`src/rtl/cpu64_l2_dir_ctrl_pkg.sv`:
```
// cpu64_l2_pkg: op encodings, FSM states and directory entry layout for the L2 directory controller
package cpu64_l2_pkg;
    localparam int L2_CORES = 4;
    localparam int L2_OID_W = $clog2(L2_CORES);
    typedef enum logic [2:0] {
        DIR_GET_S      = 3'd0,
        DIR_GET_M      = 3'd1,
        DIR_PUT_S      = 3'd2,
        DIR_PUT_M      = 3'd3,
        DIR_MARK_DIRTY = 3'd4,
        DIR_EVICT      = 3'd5
    } dir_op_e;
    typedef enum logic [2:0] {INIT, IDLE, LOOKUP, UPDATE, RESP} dir_state_e;
    typedef struct packed {
        logic                valid;
        logic [L2_CORES-1:0] sharers;
        logic                owner_valid;
        logic [L2_OID_W-1:0] owner_id;
        logic                dirty;
    } dir_entry_t;
endpackage

```
`src/rtl/cpu64_l2_dir_ctrl_if.sv`:
```
// cpu64_l2_dir_ctrl_if: request/response handshake bundle between the coherence front end and the directory controller
interface cpu64_l2_dir_ctrl_if import cpu64_l2_pkg::*; #(
    parameter int SETS  = 256,
    parameter int WAYS  = 16,
    parameter int CORES = L2_CORES
);
    logic                     req_valid_i;
    logic                     req_ready_o;
    logic [2:0]               req_op_i;
    logic [$clog2(SETS)-1:0]  req_set_i;
    logic [$clog2(WAYS)-1:0]  req_way_i;
    logic [$clog2(CORES)-1:0] req_core_i;
    logic                     resp_valid_o;
    logic                     resp_ready_i;
    logic [CORES-1:0]         resp_probe_o;
    logic                     resp_wb_o;
    logic                     resp_err_o;
    modport slave (
        input  req_valid_i, req_op_i, req_set_i, req_way_i, req_core_i, resp_ready_i,
        output req_ready_o, resp_valid_o, resp_probe_o, resp_wb_o, resp_err_o
    );
    modport master (
        output req_valid_i, req_op_i, req_set_i, req_way_i, req_core_i, resp_ready_i,
        input  req_ready_o, resp_valid_o, resp_probe_o, resp_wb_o, resp_err_o
    );
endinterface

```
`src/rtl/cpu64_l2_dir_ctrl_next.sv`:
```
// cpu64_l2_dir_next: combinational directory entry transition with probe/writeback/error outcome
module cpu64_l2_dir_next import cpu64_l2_pkg::*; (
    input  logic [2:0]          op_i,
    input  logic [L2_OID_W-1:0] core_i,
    input  dir_entry_t          old_i,
    output dir_entry_t          new_o,
    output logic [L2_CORES-1:0] probe_o,
    output logic                wb_o,
    output logic                err_o
);
    logic [L2_CORES-1:0] c_bit;
    logic [L2_CORES-1:0] own_bit;
    logic                own;
    assign c_bit   = L2_CORES'(1) << core_i;
    assign own_bit = old_i.owner_valid ? (L2_CORES'(1) << old_i.owner_id) : '0;
    assign own     = old_i.owner_valid && old_i.owner_id == core_i;
    // error paths leave the entry, probe and wb at their defaults
    always_comb begin
        new_o   = old_i;
        probe_o = '0;
        wb_o    = 1'b0;
        err_o   = 1'b0;
        case (op_i)
            DIR_GET_S: begin
                new_o.valid = 1'b1;
                if (old_i.owner_valid && !own) begin
                    probe_o           = own_bit;
                    wb_o              = old_i.dirty;
                    new_o.sharers     = own_bit | c_bit;
                    new_o.owner_valid = 1'b0;
                    new_o.owner_id    = '0;
                    new_o.dirty       = 1'b0;
                end else if (!own) new_o.sharers = old_i.sharers | c_bit;
            end
            DIR_GET_M: begin
                probe_o = (old_i.sharers | own_bit) & ~c_bit;
                wb_o    = old_i.dirty && !own;
                new_o   = '{valid: 1'b1, sharers: '0, owner_valid: 1'b1, owner_id: core_i, dirty: own && old_i.dirty};
            end
            DIR_PUT_S: if (old_i.sharers[core_i]) new_o.sharers[core_i] = 1'b0; else err_o = 1'b1;
            DIR_PUT_M: begin
                if (own) begin
                    wb_o              = old_i.dirty;
                    new_o.owner_valid = 1'b0;
                    new_o.owner_id    = '0;
                    new_o.dirty       = 1'b0;
                end else err_o = 1'b1;
            end
            DIR_MARK_DIRTY: if (own) new_o.dirty = 1'b1; else err_o = 1'b1;
            DIR_EVICT: begin
                probe_o = old_i.valid ? (old_i.sharers | own_bit) : '0;
                wb_o    = old_i.valid && old_i.dirty;
                new_o   = '0;
            end
            default: err_o = 1'b1;
        endcase
    end
endmodule

```
`src/rtl/cpu64_l2_dir_ctrl.sv`:
```
// cpu64_l2_dir_ctrl: L2 directory update engine with post-reset invalidation sweep
module cpu64_l2_dir_ctrl import cpu64_l2_pkg::*; #(
    parameter  int SETS       = 256,
    parameter  int WAYS       = 16,
    parameter  int CORES      = L2_CORES,
    localparam int OWNER_ID_W = $clog2(CORES),
    localparam int SW         = $clog2(SETS),
    localparam int WW         = $clog2(WAYS)
) (
    input  logic                       clk,
    input  logic                       rst,
    cpu64_l2_dir_ctrl_if.slave         bus,
    output logic                       init_done_o,
    output logic [SW-1:0]              dir_rd_set_o,
    input  logic [WAYS-1:0]            dir_rd_valid_i,
    input  logic [WAYS*CORES-1:0]      dir_rd_sharers_i,
    input  logic [WAYS-1:0]            dir_rd_owner_valid_i,
    input  logic [WAYS*OWNER_ID_W-1:0] dir_rd_owner_id_i,
    input  logic [WAYS-1:0]            dir_rd_dirty_i,
    output logic                       dir_we_o,
    output logic [SW-1:0]              dir_wr_set_o,
    output logic [WW-1:0]              dir_wr_way_o,
    output logic                       dir_wr_valid_o,
    output logic [CORES-1:0]           dir_wr_sharers_o,
    output logic                       dir_wr_owner_valid_o,
    output logic [OWNER_ID_W-1:0]      dir_wr_owner_id_o,
    output logic                       dir_wr_dirty_o
);
    dir_state_e              state_q, state_d;
    logic [SW+WW-1:0]        cnt_q;
    logic [2:0]              op_q;
    logic [SW-1:0]           set_q;
    logic [WW-1:0]           way_q;
    logic [OWNER_ID_W-1:0]   core_q;
    dir_entry_t              ent_q, sel, nxt, wr;
    logic [CORES-1:0]        probe, probe_q;
    logic                    wb, wb_q, err, err_q, done_q, init;
    assign init = state_q == INIT;
    assign sel  = '{valid:       dir_rd_valid_i[way_q],
                    sharers:     dir_rd_sharers_i[way_q*CORES +: CORES],
                    owner_valid: dir_rd_owner_valid_i[way_q],
                    owner_id:    dir_rd_owner_id_i[way_q*OWNER_ID_W +: OWNER_ID_W],
                    dirty:       dir_rd_dirty_i[way_q]};
    cpu64_l2_dir_next u_next (
        .op_i    (op_q),
        .core_i  (core_q),
        .old_i   (ent_q),
        .new_o   (nxt),
        .probe_o (probe),
        .wb_o    (wb),
        .err_o   (err)
    );
    // sweep until the last set/way, then serve one request at a time
    always_comb begin
        state_d = state_q;
        case (state_q)
            INIT:    state_d = &cnt_q ? IDLE : INIT;
            IDLE:    state_d = bus.req_valid_i ? LOOKUP : IDLE;
            LOOKUP:  state_d = UPDATE;
            UPDATE:  state_d = RESP;
            RESP:    state_d = bus.resp_ready_i ? IDLE : RESP;
            default: state_d = INIT;
        endcase
    end
    // state, sweep counter, captured request, looked-up entry and response registers
    always_ff @(posedge clk) begin
        if (rst) begin
            state_q <= INIT;
            cnt_q   <= '0;
            done_q  <= 1'b0;
            op_q    <= '0;
            set_q   <= '0;
            way_q   <= '0;
            core_q  <= '0;
            ent_q   <= '0;
            probe_q <= '0;
            wb_q    <= 1'b0;
            err_q   <= 1'b0;
        end else begin
            state_q <= state_d;
            if (init) cnt_q <= cnt_q + 1'b1;
            if (init && &cnt_q) done_q <= 1'b1;
            if (state_q == IDLE && bus.req_valid_i) begin
                op_q   <= bus.req_op_i;
                set_q  <= bus.req_set_i;
                way_q  <= bus.req_way_i;
                core_q <= bus.req_core_i;
            end
            if (state_q == LOOKUP) ent_q <= sel;
            if (state_q == UPDATE) begin
                probe_q <= probe;
                wb_q    <= wb;
                err_q   <= err;
            end
        end
    end
    assign bus.req_ready_o  = !rst && state_q == IDLE;
    assign bus.resp_valid_o = !rst && state_q == RESP;
    assign bus.resp_probe_o = probe_q;
    assign bus.resp_wb_o    = wb_q;
    assign bus.resp_err_o   = err_q;
    assign init_done_o      = done_q;
    assign dir_rd_set_o     = set_q;
    assign dir_we_o         = !rst && (init || (state_q == UPDATE && !err));
    assign wr               = init ? '0 : nxt;
    assign dir_wr_set_o     = init ? cnt_q[SW+WW-1:WW] : set_q;
    assign dir_wr_way_o     = init ? cnt_q[WW-1:0] : way_q;
    assign {dir_wr_valid_o, dir_wr_sharers_o, dir_wr_owner_valid_o, dir_wr_owner_id_o, dir_wr_dirty_o} = wr;
endmodule

```
`src/flat_wrapper.sv`:
```
// flat-port wrapper written by rule: the top's interface ports become plain ports
module cpu64_l2_dir_ctrl_flat import cpu64_l2_pkg::*;
#(
    parameter  int SETS       = 256,
    parameter  int WAYS       = 16,
    parameter  int CORES      = L2_CORES,
    localparam int OWNER_ID_W = $clog2(CORES),
    localparam int SW         = $clog2(SETS),
    localparam int WW         = $clog2(WAYS)
)
  (clk, rst, init_done_o, dir_rd_set_o, dir_rd_valid_i, dir_rd_sharers_i, dir_rd_owner_valid_i, dir_rd_owner_id_i, dir_rd_dirty_i, dir_we_o, dir_wr_set_o, dir_wr_way_o, dir_wr_valid_o, dir_wr_sharers_o, dir_wr_owner_valid_o, dir_wr_owner_id_o, dir_wr_dirty_o, bus_req_valid_i, bus_req_op_i, bus_req_set_i, bus_req_way_i, bus_req_core_i, bus_resp_ready_i, bus_req_ready_o, bus_resp_valid_o, bus_resp_probe_o, bus_resp_wb_o, bus_resp_err_o);
  cpu64_l2_dir_ctrl_if #(.SETS(SETS), .WAYS(WAYS), .CORES(CORES)) bus_i ();
  input  logic clk;
  input  logic rst;
  output logic init_done_o;
  output logic [SW-1:0] dir_rd_set_o;
  input  logic [WAYS-1:0] dir_rd_valid_i;
  input  logic [WAYS*CORES-1:0] dir_rd_sharers_i;
  input  logic [WAYS-1:0] dir_rd_owner_valid_i;
  input  logic [WAYS*OWNER_ID_W-1:0] dir_rd_owner_id_i;
  input  logic [WAYS-1:0] dir_rd_dirty_i;
  output logic dir_we_o;
  output logic [SW-1:0] dir_wr_set_o;
  output logic [WW-1:0] dir_wr_way_o;
  output logic dir_wr_valid_o;
  output logic [CORES-1:0] dir_wr_sharers_o;
  output logic dir_wr_owner_valid_o;
  output logic [OWNER_ID_W-1:0] dir_wr_owner_id_o;
  output logic dir_wr_dirty_o;
  input wire logic [$bits(bus_i.req_valid_i)-1:0] bus_req_valid_i;
  input wire logic [$bits(bus_i.req_op_i)-1:0] bus_req_op_i;
  input wire logic [$bits(bus_i.req_set_i)-1:0] bus_req_set_i;
  input wire logic [$bits(bus_i.req_way_i)-1:0] bus_req_way_i;
  input wire logic [$bits(bus_i.req_core_i)-1:0] bus_req_core_i;
  input wire logic [$bits(bus_i.resp_ready_i)-1:0] bus_resp_ready_i;
  output wire logic [$bits(bus_i.req_ready_o)-1:0] bus_req_ready_o;
  output wire logic [$bits(bus_i.resp_valid_o)-1:0] bus_resp_valid_o;
  output wire logic [$bits(bus_i.resp_probe_o)-1:0] bus_resp_probe_o;
  output wire logic [$bits(bus_i.resp_wb_o)-1:0] bus_resp_wb_o;
  output wire logic [$bits(bus_i.resp_err_o)-1:0] bus_resp_err_o;
  assign bus_i.req_valid_i = bus_req_valid_i;
  assign bus_i.req_op_i = bus_req_op_i;
  assign bus_i.req_set_i = bus_req_set_i;
  assign bus_i.req_way_i = bus_req_way_i;
  assign bus_i.req_core_i = bus_req_core_i;
  assign bus_i.resp_ready_i = bus_resp_ready_i;
  assign bus_req_ready_o = bus_i.req_ready_o;
  assign bus_resp_valid_o = bus_i.resp_valid_o;
  assign bus_resp_probe_o = bus_i.resp_probe_o;
  assign bus_resp_wb_o = bus_i.resp_wb_o;
  assign bus_resp_err_o = bus_i.resp_err_o;
  cpu64_l2_dir_ctrl #(.SETS(SETS), .WAYS(WAYS), .CORES(CORES)) u_core (.clk(clk), .rst(rst), .bus(bus_i), .init_done_o(init_done_o), .dir_rd_set_o(dir_rd_set_o), .dir_rd_valid_i(dir_rd_valid_i), .dir_rd_sharers_i(dir_rd_sharers_i), .dir_rd_owner_valid_i(dir_rd_owner_valid_i), .dir_rd_owner_id_i(dir_rd_owner_id_i), .dir_rd_dirty_i(dir_rd_dirty_i), .dir_we_o(dir_we_o), .dir_wr_set_o(dir_wr_set_o), .dir_wr_way_o(dir_wr_way_o), .dir_wr_valid_o(dir_wr_valid_o), .dir_wr_sharers_o(dir_wr_sharers_o), .dir_wr_owner_valid_o(dir_wr_owner_valid_o), .dir_wr_owner_id_o(dir_wr_owner_id_o), .dir_wr_dirty_o(dir_wr_dirty_o));
endmodule
```
`config.mk`:
```
export PLATFORM = sky130hd
export DESIGN_NAME = cpu64_l2_dir_ctrl_flat
export DESIGN_NICKNAME = d
export VERILOG_FILES = /design/src/rtl/cpu64_l2_dir_ctrl_pkg.sv /design/src/rtl/cpu64_l2_dir_ctrl_if.sv /design/src/rtl/cpu64_l2_dir_ctrl_next.sv /design/src/rtl/cpu64_l2_dir_ctrl.sv /design/src/flat_wrapper.sv
export SDC_FILE = /design/constraint.sdc
export NUM_CORES = 1
export LEC_CHECK = 0
export ABC_CLOCK_PERIOD_IN_PS = 4700
export BUFFER_PORTS_ARGS = -buffer_cell sky130_fd_sc_hd__buf_2
export CORE_MARGIN = 2
export CORE_UTILIZATION = 45
export CTS_CLUSTER_DIAMETER = 100
export DETAILED_ROUTE_END_ITERATION = 16
export PLACE_DENSITY_LB_ADDON = 0.08
export SETUP_SLACK_MARGIN = 0.15
export SLEW_MARGIN = 20
export SYNTH_ARGS = -nofsm -noshare
export SYNTH_HDL_FRONTEND = slang
export SYNTH_SLANG_ARGS = --single-unit
```
`constraint.sdc`:
```
create_clock -name clk -period 4.7 [get_ports clk]
set_input_delay 0.235 -clock clk [delete_from_list [all_inputs] [get_ports clk]]
set_output_delay 0.235 -clock clk [all_outputs]
set_load 0.02 [all_outputs]
```
# After elaboration in Yosys (flattened, before gate mapping)
# Index checks and enable logic that the tools add are counted.
[word_totals] in_bits=165 wordCells=100 ff_bits=48
[classes] bitwise=7 n_eq_ne=10 n_shift=4 reduce_logical=23 n_addsub=1 n_lt_le_gt_ge=3 mux=37
[ops] operator="variable part select 64 x 7 -> 4 bit" n=1
[ops] operator="2-to-1 mux 4 bit" n=9
[ops] operator="variable part select 32 x 6 -> 2 bit" n=1
[ops] operator="one-hot mux 4 bit (3 select lines)" n=2
[ops] operator="one-hot mux 3 bit (5 select lines)" n=1
[ops] operator="adder 12 x 1 -> 12 bit (second input constant)" n=1
[ops] operator="binary-select mux 1 bit (select 4 bit)" n=3
[ops] operator="equality test 3 x 2 -> 1 bit (second input constant)" n=4
[ops] operator="logical AND 1 bit" n=12
[ops] operator="bitwise OR 4 bit" n=3
[ops] operator="one-hot mux 3 bit (4 select lines)" n=1
[ops] operator="AND reduction 12 bit" n=1
[ops] operator="2-to-1 mux 1 bit" n=11
[ops] operator="equality test 3 bit (second input constant)" n=3
[ops] operator="2-to-1 mux 9 bit" n=1
[ops] operator="bitwise AND 4 bit" n=2
[ops] operator="2-to-1 mux 8 bit" n=1
[ops] operator="NOT 4 bit" n=2
[ops] operator="<< shifter 1 x 2 -> 4 bit (first input constant)" n=2
[ops] operator="equality test 3 x 1 -> 1 bit (second input constant)" n=2
[ops] operator="zero test 3 bit" n=2
[ops] operator="OR reduction 2 bit" n=3
[ops] operator="less-than comparator 4 x 5 -> 1 bit (second input constant)" n=1
[ops] operator="one-hot mux 1 bit (5 select lines)" n=1
[ops] operator="other kinds (13)" n=15

# Longest topological paths before layout
# Gate-level depths: netlist of run 1.
[logic_depth] depth_word=9 mapped_depth=7

# Hierarchy
# Synthesis of run 1 repeated with hierarchy kept, for this count alone.
[hier_totals] hier_cells=459 area_unflattened_um2=3817.4
[modules_own_cells] module="cpu64_l2_dir_ctrl" area_per_inst_um2=3178.0 cells_per_inst=356 n_inst=1
[modules_own_cells] module="cpu64_l2_dir_next" area_per_inst_um2=639.4 cells_per_inst=103 n_inst=1

# Worst setup path after synthesis of run 1
# No wires, ideal clock.
[synth_timing] path_type="register to output" start="reg u_core.state_q[2]" end="out dir_we_o" path_stages_with_launch=6 arrival_time_ns=1.549 path_slack_ns=2.916 path_cell_list="dfxtp_1 -> buf_2 -> or3_4 -> buf_2 -> clkbuf_1 -> a21oi_1"
[synth_via] elab_chain_len=4
[synth_lines] element="start, declared" line="cpu64_l2_dir_ctrl.sv:29" text="dir_state_e state_q, state_d;"
[synth_lines] element="start signal, assigned" line="cpu64_l2_dir_ctrl.sv:80" text="state_q <= state_d;"
[synth_lines] element="equality test 3 x 2 -> 1 bit" line="cpu64_l2_dir_ctrl.sv:104" text="assign dir_we_o = !rst && (init || (state_q == UPDATE && !err));"
[synth_lines] element="logical AND 1 bit" line="cpu64_l2_dir_ctrl.sv:104"
[synth_lines] element="logical OR 1 bit (*)" line="cpu64_l2_dir_ctrl.sv:104"
[synth_lines] element="logical AND 1 bit (*)" line="cpu64_l2_dir_ctrl.sv:104"
[synth_lines] element="end, declared" line="flat_wrapper.sv:22" text="output logic dir_we_o;"
# Every way passes the cells marked *; elsewhere a longest branch is shown, timed or not.

# Worst setup path in the final report of run 1
[layout_timing] start="reg u_core.op_q[2]" end="out dir_wr_sharers_o[1]"
[layout_via] elab_chain_len=4
[layout_lines] element="start, declared" line="cpu64_l2_dir_ctrl.sv:31" text="logic [2:0] op_q;"
[layout_lines] element="start signal, assigned" line="cpu64_l2_dir_ctrl.sv:84" text="op_q <= bus.req_op_i;"
[layout_lines] element="equality test 3 bit or equality test 3 x 1 -> 1 bit (tied branches)" line="cpu64_l2_dir_ctrl_next.sv:23" text="case (op_i)"
[layout_lines] element="OR reduction 2 bit (no line)"
[layout_lines] element="one-hot mux 4 bit (3 select lines) (*)" line="cpu64_l2_dir_ctrl_next.sv:23"
[layout_lines] element="2-to-1 mux 9 bit (*)" line="cpu64_l2_dir_ctrl.sv:105" text="assign wr = init ? '0 : nxt;"
[layout_lines] element="end, declared" line="flat_wrapper.sv:26" text="output logic [CORES-1:0] dir_wr_sharers_o;"
# Marks and branches as above.

==> results.sh, run 1 <==
export IMPL_pre_cts_slack_ps=2581
export IMPL_p_per_area_nw_per_um2=168.5
export IMPL_slew_headroom_pct=37.40
export IMPL_fin_nets=763
export IMPL_ys_seq_elements=48
export IMPL_fp_row_count=32
export IMPL_antenna_cells=0
export IMPL_hpwlAfterDp_mm=9.935
export IMPL_stdcell_area_um2=4722
export IMPL_crit_path_end_kind="primary output"
export IMPL_place_inst=692
export IMPL_setup_viol=0
export IMPL_yosysTopAreaCell="dfxtp_1"
export IMPL_synth_top_cell_area_share_pct=26.24
export IMPL_cpLargestDelayFamily="compound AO/OA/AOI/OAI gates"
export IMPL_setup_tns_ps=0
export IMPL_yosysWarnings=0
export IMPL_cts_tree="yes"
export IMPL_finalNonFillerCells=700
export IMPL_p_leak_nw=2.024
export IMPL_grt_pass1_vias=3917
export IMPL_startpoint_type="register"
export IMPL_drc=0
export IMPL_crit_arrival_ps=2170
export IMPL_hold_class="primary input to register"
export IMPL_hold_depth=3
export IMPL_cp_max_fo=17
export IMPL_ys_flop_type="dfxtp_1"
export IMPL_vias_per_cell=5.661
export IMPL_netlist_area_um2=3662
export IMPL_cts_root_buffer="clkbuf_8"
export IMPL_routed_wl_mm=12.44
export IMPL_slew_violations=0
export IMPL_area_growth_pct=28.94
export IMPL_vdd_drop_max_mv=0.1144
export IMPL_antenna_found_initial=0
export IMPL_dieArea_um2=8876
export IMPL_synth_enable_flop_cells=0
export IMPL_drive_above_1_share_pct=44.31
export IMPL_place_area_um2=4628
export IMPL_gp_congestion=0.8635
export IMPL_crit_slowest_cell="dfxtp_1"
export IMPL_drt_pass1_iterations=5
export IMPL_critical_path_class="register to primary output"
export IMPL_synth_net_count=582
export IMPL_grt_pass1_wl_mm=20.15
export IMPL_grt_use_total_pct=29.39
export IMPL_finish_utilization_pct=60.48
export IMPL_grt_ovfl_total=0
export IMPL_synthTopCellsByArea="dfxtp_1 (26%), mux4_2 (22%), nand2_1 (10%)"
export IMPL_fin_ws_ps=2296
export IMPL_postCtsHoldBufs=0
export IMPL_fp_coreArea_um2=7807
export IMPL_hold_violations=0
export IMPL_yosysMostFrequentCell="nand2_1"
export IMPL_cts_buffer_depth=2
export IMPL_yosysUniqueCellTypes=59
export IMPL_synthArstFlopShare_pct=0
export IMPL_crit_buf_inv=1
export IMPL_vias=3963
export IMPL_timing_final_crit_period_ps=2404
export IMPL_rsz0062_at_grt="false"
export IMPL_ff2ff_path_depth=5
export IMPL_cts_setup_buffers=0
export IMPL_seq_area_frac_synth_pct=26.24
export IMPL_avgSynthCellArea_um2=8.804
export IMPL_postSynthCellCount=416
export IMPL_status="finished clean"
export IMPL_initial_core_util_pct=46.91
export IMPL_grt_max_degree=47
export IMPL_fin_crit_sh_pct=51.15
export IMPL_ant_nets=0
export IMPL_skew_ps=5.774
export IMPL_port_buffers=203
export IMPL_ios=204
export IMPL_tightest_slew_ps=938.9
export IMPL_maxCapViolCount=0
export IMPL_reg2reg_slack_ps=2600
export IMPL_cts_sinks=48
export IMPL_cp_depth=6
export IMPL_drt_iter0_markers=246
export IMPL_max_stage_delay_ps=490
export IMPL_insertion_delay_ps=310
export IMPL_synth_commonest_cells="nand2_1 (102), dfxtp_1 (48), mux4_2 (36)"
export IMPL_cp_data_required_time_ps=4470
export IMPL_path_cells="nand2b_1 -> a211o_1 -> and3_2 -> a22oi_1 -> a31oi_1 -> buf_2"
export IMPL_die_h_um=94.21
export IMPL_cts_buffers=5
export IMPL_die_width_um=94.21
export IMPL_path_clk_slew_ps=90
export IMPL_wl_per_cell_um=17.78
export IMPL_htree_levels=2
export IMPL_fmax_mhz=416.0
export IMPL_cts_resized=0
-- metal layers --
| metal | track usage, % | wire length, um |
|---|---|---|
| met1 | 39.60 | 5337 |
| met5 | 0 | 0 |
| met3 | 7.063 | 963 |
| met4 | 6.159 | 172 |
| met2 | 48.21 | 5970 |
-- through the flow --
stage	total power, W	hold slack [ps]
after floorplan	0.0004643	371.0
after global placement	0.0005405	441.9
after detailed placement	0.0005417	448.3
after CTS	0.0008008	150.6
after global routing	0.0008274	150.5
final	0.0007956	152.5
-- kinds of logic (layout without fill, tap and decap cells) --
logic type | Yosys count | in the layout | share of synthesized area [%]
flip-flops | 48 | 48 | 26.24
buffers and inverters | 39 | 221 | 6.320
AND/OR/NAND/NOR | 182 | 182 | 22.69
AO/OA/AOI/OAI | 87 | 87 | 15.65
multiplexers | 46 | 46 | 25.45
adder cells (fa/ha/maj) | 1 | 1 | 0.3416
XOR/XNOR | 13 | 13 | 3.314
-- worst paths after layout --
check                                          start                      to
worst max-delay path                  u_core.op_q[2]     dir_wr_sharers_o[1]
worst min-delay path                bus_req_set_i[5]  u_core.dir_rd_set_o[5]
worst max register to register       u_core.way_q[0]         u_core.ent_q[0]
worst min register to register  u_core.bus.resp_wb_o    u_core.bus.resp_wb_o
-- power by group --
part           leakage [nW]  internal, W  switching [W]
clock                0.0445     0.000120       0.000143
sequential            0.388     0.000409     0.00000300
combinational          1.59    0.0000754      0.0000459
total                  2.02     0.000604       0.000192
-- area by class of cell --
class / count / area, um2
Multi-Input combinational cell: 329 / 2470
Clock buffer: 7 / 86.33
Timing Repair Buffer: 207 / 1046
Clock inverter: 1 / 7.507
Tap cell: 102 / 127.6
Fill cell: 736 / 3085
Inverter: 6 / 22.52
Sequential cell: 48 / 962.2
-- placed cells by master (no fill, tap or decap), types with 3 or more instances in the layout --
cell type,count
nor3b_1,3
mux4_2,36
nor2_1,29
and2_1,4
nand2_1,102
a21oi_1,32
nand4_1,4
dfxtp_1,47
mux2i_1,5
clkbuf_8,6
inv_1,6
nor2b_1,3
buf_2,203
o21ai_0,5
o211ai_1,5
nor3_1,7
xor2_1,7
buf_4,4
mux2_2,4
xnor2_1,5
nand2b_1,8
a22oi_1,17
nand3_1,5
a31oi_1,7
-- worst min-delay path: cells and delay by family --
kind | cells | cell delay, ps
AND/OR/NAND/NOR | 1 | 50
buffers and inverters | 1 | 90
AO/OA/AOI/OAI | 1 | 50
-- sequential cells by signal, summed over array words and instances, names as in the netlist --
signal,count
u_core.cnt_q,12
u_core.bus.resp_wb_o,1
u_core.ent_q,9
u_core.dir_rd_set_o,8
u_core.state_q,3
u_core.way_q,4
u_core.init_done_o,1
u_core.bus.resp_err_o,1
u_core.op_q,3
u_core.core_q,2
u_core.bus.resp_probe_o,4
Power figures use the tool's default switching activity.
==> inputs of run 2 (changes only) <==
ABC_CLOCK_PERIOD_IN_PS = 2290   (was 4700)
clock period = 2.29 ns   (was 4.7 ns; I/O delays follow)
==> run 2 against run 1 <==
  * Wire length rose by 1.8%
  * Non-clock buffer count increased by 12
  * Largest cell class unchanged
  * Combinational power increased by 110%
  * Highest routed layer unchanged
  * Clock power increased by 140%
  * Die area stayed put
==> results.sh, run 2 (synthesis gave the netlist of run 1 again) <==
export IMPL_htree_levels=2
export IMPL_hpwlAfterDp_mm=10.21
export IMPL_cts_setup_buffers=0
export IMPL_path_clk_slew_ps=90
export IMPL_cp_depth=6
export IMPL_ios=204
export IMPL_cts_sinks=48
export IMPL_drt_pass1_iterations=5
export IMPL_cp_data_required_time_ps=2180
export IMPL_rsz0062_at_grt="false"
export IMPL_crit_slowest_cell="dfxtp_1"
export IMPL_wl_per_cell_um=17.79
export IMPL_fin_nets=775
export IMPL_layout_common_cells="buf_2 (203), nand2_1 (102), dfxtp_1 (46), mux4_2 (36), a21oi_1 (32)"
export IMPL_cts_tree="yes"
export IMPL_setup_tns_ps=0
export IMPL_slew_violations=0
export IMPL_dieArea_um2=8876
export IMPL_crit_buf_inv=1
export IMPL_port_buffers=203
export IMPL_highest_layer="met4"
export IMPL_top_register="u_core.cnt_q"
export IMPL_hold_class="primary input to register"
export IMPL_wl_met3_um=939
export IMPL_grt_ovfl_total=0
export IMPL_cts_buffers=5
export IMPL_stdcell_area_um2=4840
export IMPL_place_area_um2=4731
export IMPL_fin_crit_sh_pct=89.88
export IMPL_path_cells="xnor2_2 -> a211o_1 -> and3_2 -> a22oi_1 -> a31oi_1 -> buf_2"
export IMPL_area_growth_pct=32.15
export IMPL_max_stage_delay_ps=450
export IMPL_drc=0
export IMPL_fp_row_count=32
export IMPL_cpLargestDelayFamily="compound AO/OA/AOI/OAI gates"
export IMPL_hp_start="bus_req_set_i[6]"
export IMPL_setup_viol=0
export IMPL_die_width_um=94.21
export IMPL_reg2reg_slack_ps=460
export IMPL_vias_per_cell=5.581
export IMPL_routed_wl_mm=12.67
export IMPL_met1_length_mm=5.471
export IMPL_ant_nets=0
export IMPL_die_h_um=94.21
export IMPL_timing_rr_end="u_core.state_q[0]"
export IMPL_design_power_total_w=0.001719
export IMPL_p_leak_nw=2.103
export IMPL_crit_path_end_kind="primary output"
export IMPL_grt_pass1_wl_mm=19.73
export IMPL_timing_final_crit_period_ps=2058
export IMPL_fp_coreArea_um2=7807
export IMPL_antenna_found_initial=0
export IMPL_largest_register_ffs=12
export IMPL_grt_use_total_pct=28.86
export IMPL_grt_max_degree=39
export IMPL_p_per_area_nw_per_um2=355.3
export IMPL_cts_buffer_depth=2
export IMPL_hold_end="u_core.dir_rd_set_o[6]"
export IMPL_cts_root_buffer="clkbuf_8"
export IMPL_insertion_delay_ps=300
export IMPL_layout_commonest_cell="buf_2"
export IMPL_crit_arrival_ps=1940
export IMPL_skew_ps=6.301
export IMPL_ff2ff_path_depth=5
export IMPL_tightest_slew_ps=733.4
export IMPL_antenna_cells=0
export IMPL_grt_pass1_vias=3839
export IMPL_hold_depth=3
export IMPL_fmax_mhz=485.9
export IMPL_critical_path_class="register to primary output"
export IMPL_slew_headroom_pct=51.11
export IMPL_initial_core_util_pct=46.91
export IMPL_gp_congestion=0.9337
export IMPL_hold_ws_ps=37.38
export IMPL_vias=3974
export IMPL_maxCapViolCount=0
export IMPL_fin_ws_ps=231.8
export IMPL_drive_above_1_share_pct=45.57
export IMPL_hold_violations=0
export IMPL_vdd_drop_max_mv=0.2212
export IMPL_startpoint_type="register"
export IMPL_cp_max_fo=4
export IMPL_r2r_start="u_core.state_q[2]"
export IMPL_pre_cts_slack_ps=418.6
export IMPL_status="finished clean"
export IMPL_dr_wl_met2_mm=6.033
export IMPL_drt_iter0_markers=149
==> run 2: changes by cell type in the layout (fill, tap and decap cells not counted), sizes merged <==
cell and change:
clkbuf -1, clkinv +1, bufinv +1, buf +12
clkinvlp -1
==> run 2: worst reg2reg max path: cells and delay by family (launching register included) <==
kind               cells  cell delay [ps]
AOI/OAI and AO/OA      1               90
DFF                    1              400
and+or+nand+nor        4             1270
==> run 2: worst max path at each step <==
stage                 startpoint                   to  slack [ps]
2_1_floorplan    u_core.way_q[0]      u_core.ent_q[4]         530
3_3_place_gp   u_core.state_q[1]      u_core.ent_q[7]         470
3_5_place_dp   u_core.state_q[1]      u_core.ent_q[1]         420
4_1_cts        u_core.state_q[1]  dir_wr_sharers_o[1]         190
5_1_grt         u_core.core_q[0]  dir_wr_sharers_o[1]         160
6_report        u_core.core_q[0]  dir_wr_sharers_o[1]         230
==> run 2: per-layer routing <==
layer  GRT usage [%]  up-vias
met3           6.019       23
met4           6.884        0
met2           47.80      174
met5               0        -
li1                -     1905
met1           38.69     1872
==> run 2: layout make-up <==
type                    instances  area [um2]
fillers                       726        2968
clock inverters                 2       35.03
flip-flops and latches         48       963.4
repair buffers                219        1149
inverters                       6       22.52
well taps                     102       127.6
multi-input cells             329        2470
clock buffers                   6       72.57
==> run 2: what timing repair did <==
action                     in CTS  in global routing
hold endpoints to repair        0                  0
gates resized for setup         0                  1
setup endpoints to repair       0                  4
hold buffers                    0                  0
==> run 2: per-stage QoR <==
stage	std cells	util, %
floorplan	416	-
global placement	704	60.59
detailed placement	704	60.59
CTS	712	61.97
global route	712	61.99
finish	712	61.99
==> run 2: power by group <==
part / total [W] / switching, W / internal [W]
clock network: 0.000622 / 0.000297 / 0.000325
logic: 0.000253 / 0.0000967 / 0.000156
registers: 0.000845 / 0.00000644 / 0.000839
==> inputs of run 3 (changes only) <==
--- a/constraint.sdc
+++ b/constraint.sdc
@@ -3,2 +3,2 @@
 set_output_delay 0.1145 -clock clk [all_outputs]
-set_load 0.02 [all_outputs]
+set_load 0.1 [all_outputs]
==> run 3 against run 2 <==
  * Cell area grew 8.7%
  * First-iteration DRC count grew 100%
  * Final cell count increased by 0.28%
  * Via count rose by 3.1%
  * Clock power down 1%
  * Fmax down 2.5%
  * Sequential power hardly changed
  * Utilization up 5.4 points
  * Critical path type unchanged
  * Highest routed layer unchanged
==> results.sh, run 3 (synthesis gave the netlist of run 1 again) <==
export IMPL_cts_root_buffer="clkbuf_8"
export IMPL_ant_nets=0
export IMPL_grt_pass1_vias=3758
export IMPL_grt_pass1_wl_mm=19.42
export IMPL_finish_utilization_pct=67.39
export IMPL_crit_arrival_ps=2000
export IMPL_top_register="u_core.cnt_q"
export IMPL_cts_buffers=5
export IMPL_antenna_found_initial=0
export IMPL_setup_viol=0
export IMPL_path_clk_slew_ps=90
export IMPL_hpwlAfterDp_mm=10.40
export IMPL_cts_buffer_depth=2
export IMPL_drc=0
export IMPL_p_per_area_nw_per_um2=336.5
export IMPL_vias_per_cell=5.739
export IMPL_vias=4098
export IMPL_hold_depth=3
export IMPL_p_leak_nw=2.176
export IMPL_fin_nets=777
export IMPL_startpoint_type="register"
export IMPL_largest_register_ffs=12
export IMPL_reg2reg_slack_ps=300
export IMPL_timing_rr_end="u_core.state_q[0]"
export IMPL_gp_congestion=0.9255
export IMPL_timing_final_crit_period_ps=2112
export IMPL_cp_max_fo=4
export IMPL_layout_common_cells="buf_2 (184), nand2_1 (102), dfxtp_1 (42), mux4_2 (36), a21oi_1 (31)"
export IMPL_initial_core_util_pct=46.91
export IMPL_cts_tree="yes"
export IMPL_setup_tns_ps=0
export IMPL_ios=204
export IMPL_crit_slowest_cell="dfxtp_4"
export IMPL_die_h_um=94.21
export IMPL_slew_headroom_pct=42.08
export IMPL_drt_iter0_markers=301
export IMPL_tightest_slew_ps=868.8
export IMPL_insertion_delay_ps=310
export IMPL_ff2ff_path_depth=5
export IMPL_slew_violations=0
export IMPL_hp_start="bus_req_set_i[2]"
export IMPL_fp_coreArea_um2=7807
export IMPL_path_cells="xnor2_2 -> a211o_1 -> and3_4 -> a22oi_1 -> a31oi_2 -> buf_12"
export IMPL_hold_ws_ps=31.89
export IMPL_fp_row_count=32
export IMPL_drt_pass1_iterations=5
export IMPL_hold_class="primary input to register"
export IMPL_grt_max_degree=30
export IMPL_drive_above_1_share_pct=49.67
export IMPL_fillers=681
export IMPL_die_width_um=94.21
export IMPL_cts_sinks=48
export IMPL_routed_wl_mm=13.24
export IMPL_critical_path_class="register to primary output"
export IMPL_r2r_start="u_core.state_q[2]"
export IMPL_design_power_total_w=0.001771
export IMPL_grt_ovfl_total=0
export IMPL_port_buffers=203
export IMPL_fin_crit_sh_pct=92.21
export IMPL_vdd_drop_max_mv=0.2602
export IMPL_rsz0062_at_grt="true"
export IMPL_hold_violations=0
export IMPL_fmax_mhz=473.6
export IMPL_dieArea_um2=8876
export IMPL_max_stage_delay_ps=370
export IMPL_wl_per_cell_um=18.55
export IMPL_postCtsHoldBufs=0
export IMPL_hold_end="u_core.dir_rd_set_o[2]"
export IMPL_grt_use_total_pct=28.91
export IMPL_maxCapViolCount=0
export IMPL_status="finished clean"
export IMPL_crit_path_end_kind="primary output"
export IMPL_area_growth_pct=43.66
export IMPL_htree_levels=2
export IMPL_layout_commonest_cell="buf_2"
export IMPL_skew_ps=8.369
export IMPL_antenna_cells=0
export IMPL_cp_data_required_time_ps=2180
[run 3: cell count changes in the layout (fill, tap and decap cells not counted), moves of 3 or more]
cell,change
buf_12,+17
a31oi_2,+3
dfxtp_1,-4
a31oi_1,-5
buf_2,-19
a22oi_1,-3
a22oi_2,+3
[run 3: worst max-delay path: cells and delay by family (launching register included)]
family	cells	cell delay, ps
AO/OA/AOI/OAI	3	730
XOR/XNOR	1	170
buffers and inverters	1	210
flip-flops	1	370
AND/OR/NAND/NOR	1	210
[run 3: how the worst max path moves through the flow]
| stage | end | depth (start not counted) | slack, ps | start |
|---|---|---|---|---|
| floorplan | dir_wr_sharers_o[2] | 6 | -510 | u_core.core_q[1] |
| global placement | u_core.ent_q[1] | 5 | 290 | u_core.state_q[1] |
| detailed placement | u_core.ent_q[1] | 5 | 250 | u_core.state_q[1] |
| CTS | dir_wr_sharers_o[1] | 6 | 150 | u_core.core_q[1] |
| global route | dir_wr_owner_id_o[0] | 6 | 90 | u_core.core_q[0] |
| finish | dir_wr_sharers_o[3] | 6 | 180 | u_core.core_q[0] |
[run 3: what timing repair did]
item | 4_1_cts | 5_1_grt
setup endpoints to repair | 8 | 9
buffers inserted | 0 | 3
resized for setup | 6 | 19
pin swaps | 1 | 3
gates cloned | 1 | 0
[run 3: cell type report]
type,count,area (um2),share of cell area (%)
Multi-Input combinational cell,330,2610,49.61
Timing Repair Buffer,220,1420,26.99
Sequential cell,48,973.4,18.50
Tap cell,102,127.6,2.426
Clock buffer,6,72.57,1.379
Clock inverter,2,35.03,0.6659
Inverter,6,22.52,0.4281
[run 3: where the power goes]
group	leakage (nW)	total [W]	switching (W)	internal, W
clock	0.0552	0.000614	0.000289	0.000324
sequential	0.391	0.000843	0.00000670	0.000836
combinational	1.73	0.000314	0.000139	0.000175
total	2.18	0.00177	0.000435	0.00134
[run 3: metrics by stage]
stage / cell area (um2) / cells / setup WS, ps
after CTS: 5160 / 711 / 149.0
after floorplan: 3722 / 416 / -506.4
after global placement: 5031 / 702 / 294.6
after global routing: 5261 / 714 / 91.74
final: 5261 / 714 / 178.5
after detailed placement: 5031 / 702 / 253.3
[run 3: per-layer routing]
layer / GRT usage, % / routed length, um / share of wire (%) / vias up
met1: 42.09 / 5628 / 42 / 1957
met3: 7.143 / 1174 / 8.9 / 6
met2: 43.99 / 6349 / 48 / 222
met5: 0 / 0 / 0 / -
met4: 5.314 / 90 / 0.68 / 0
li1: - / - / - / 1913
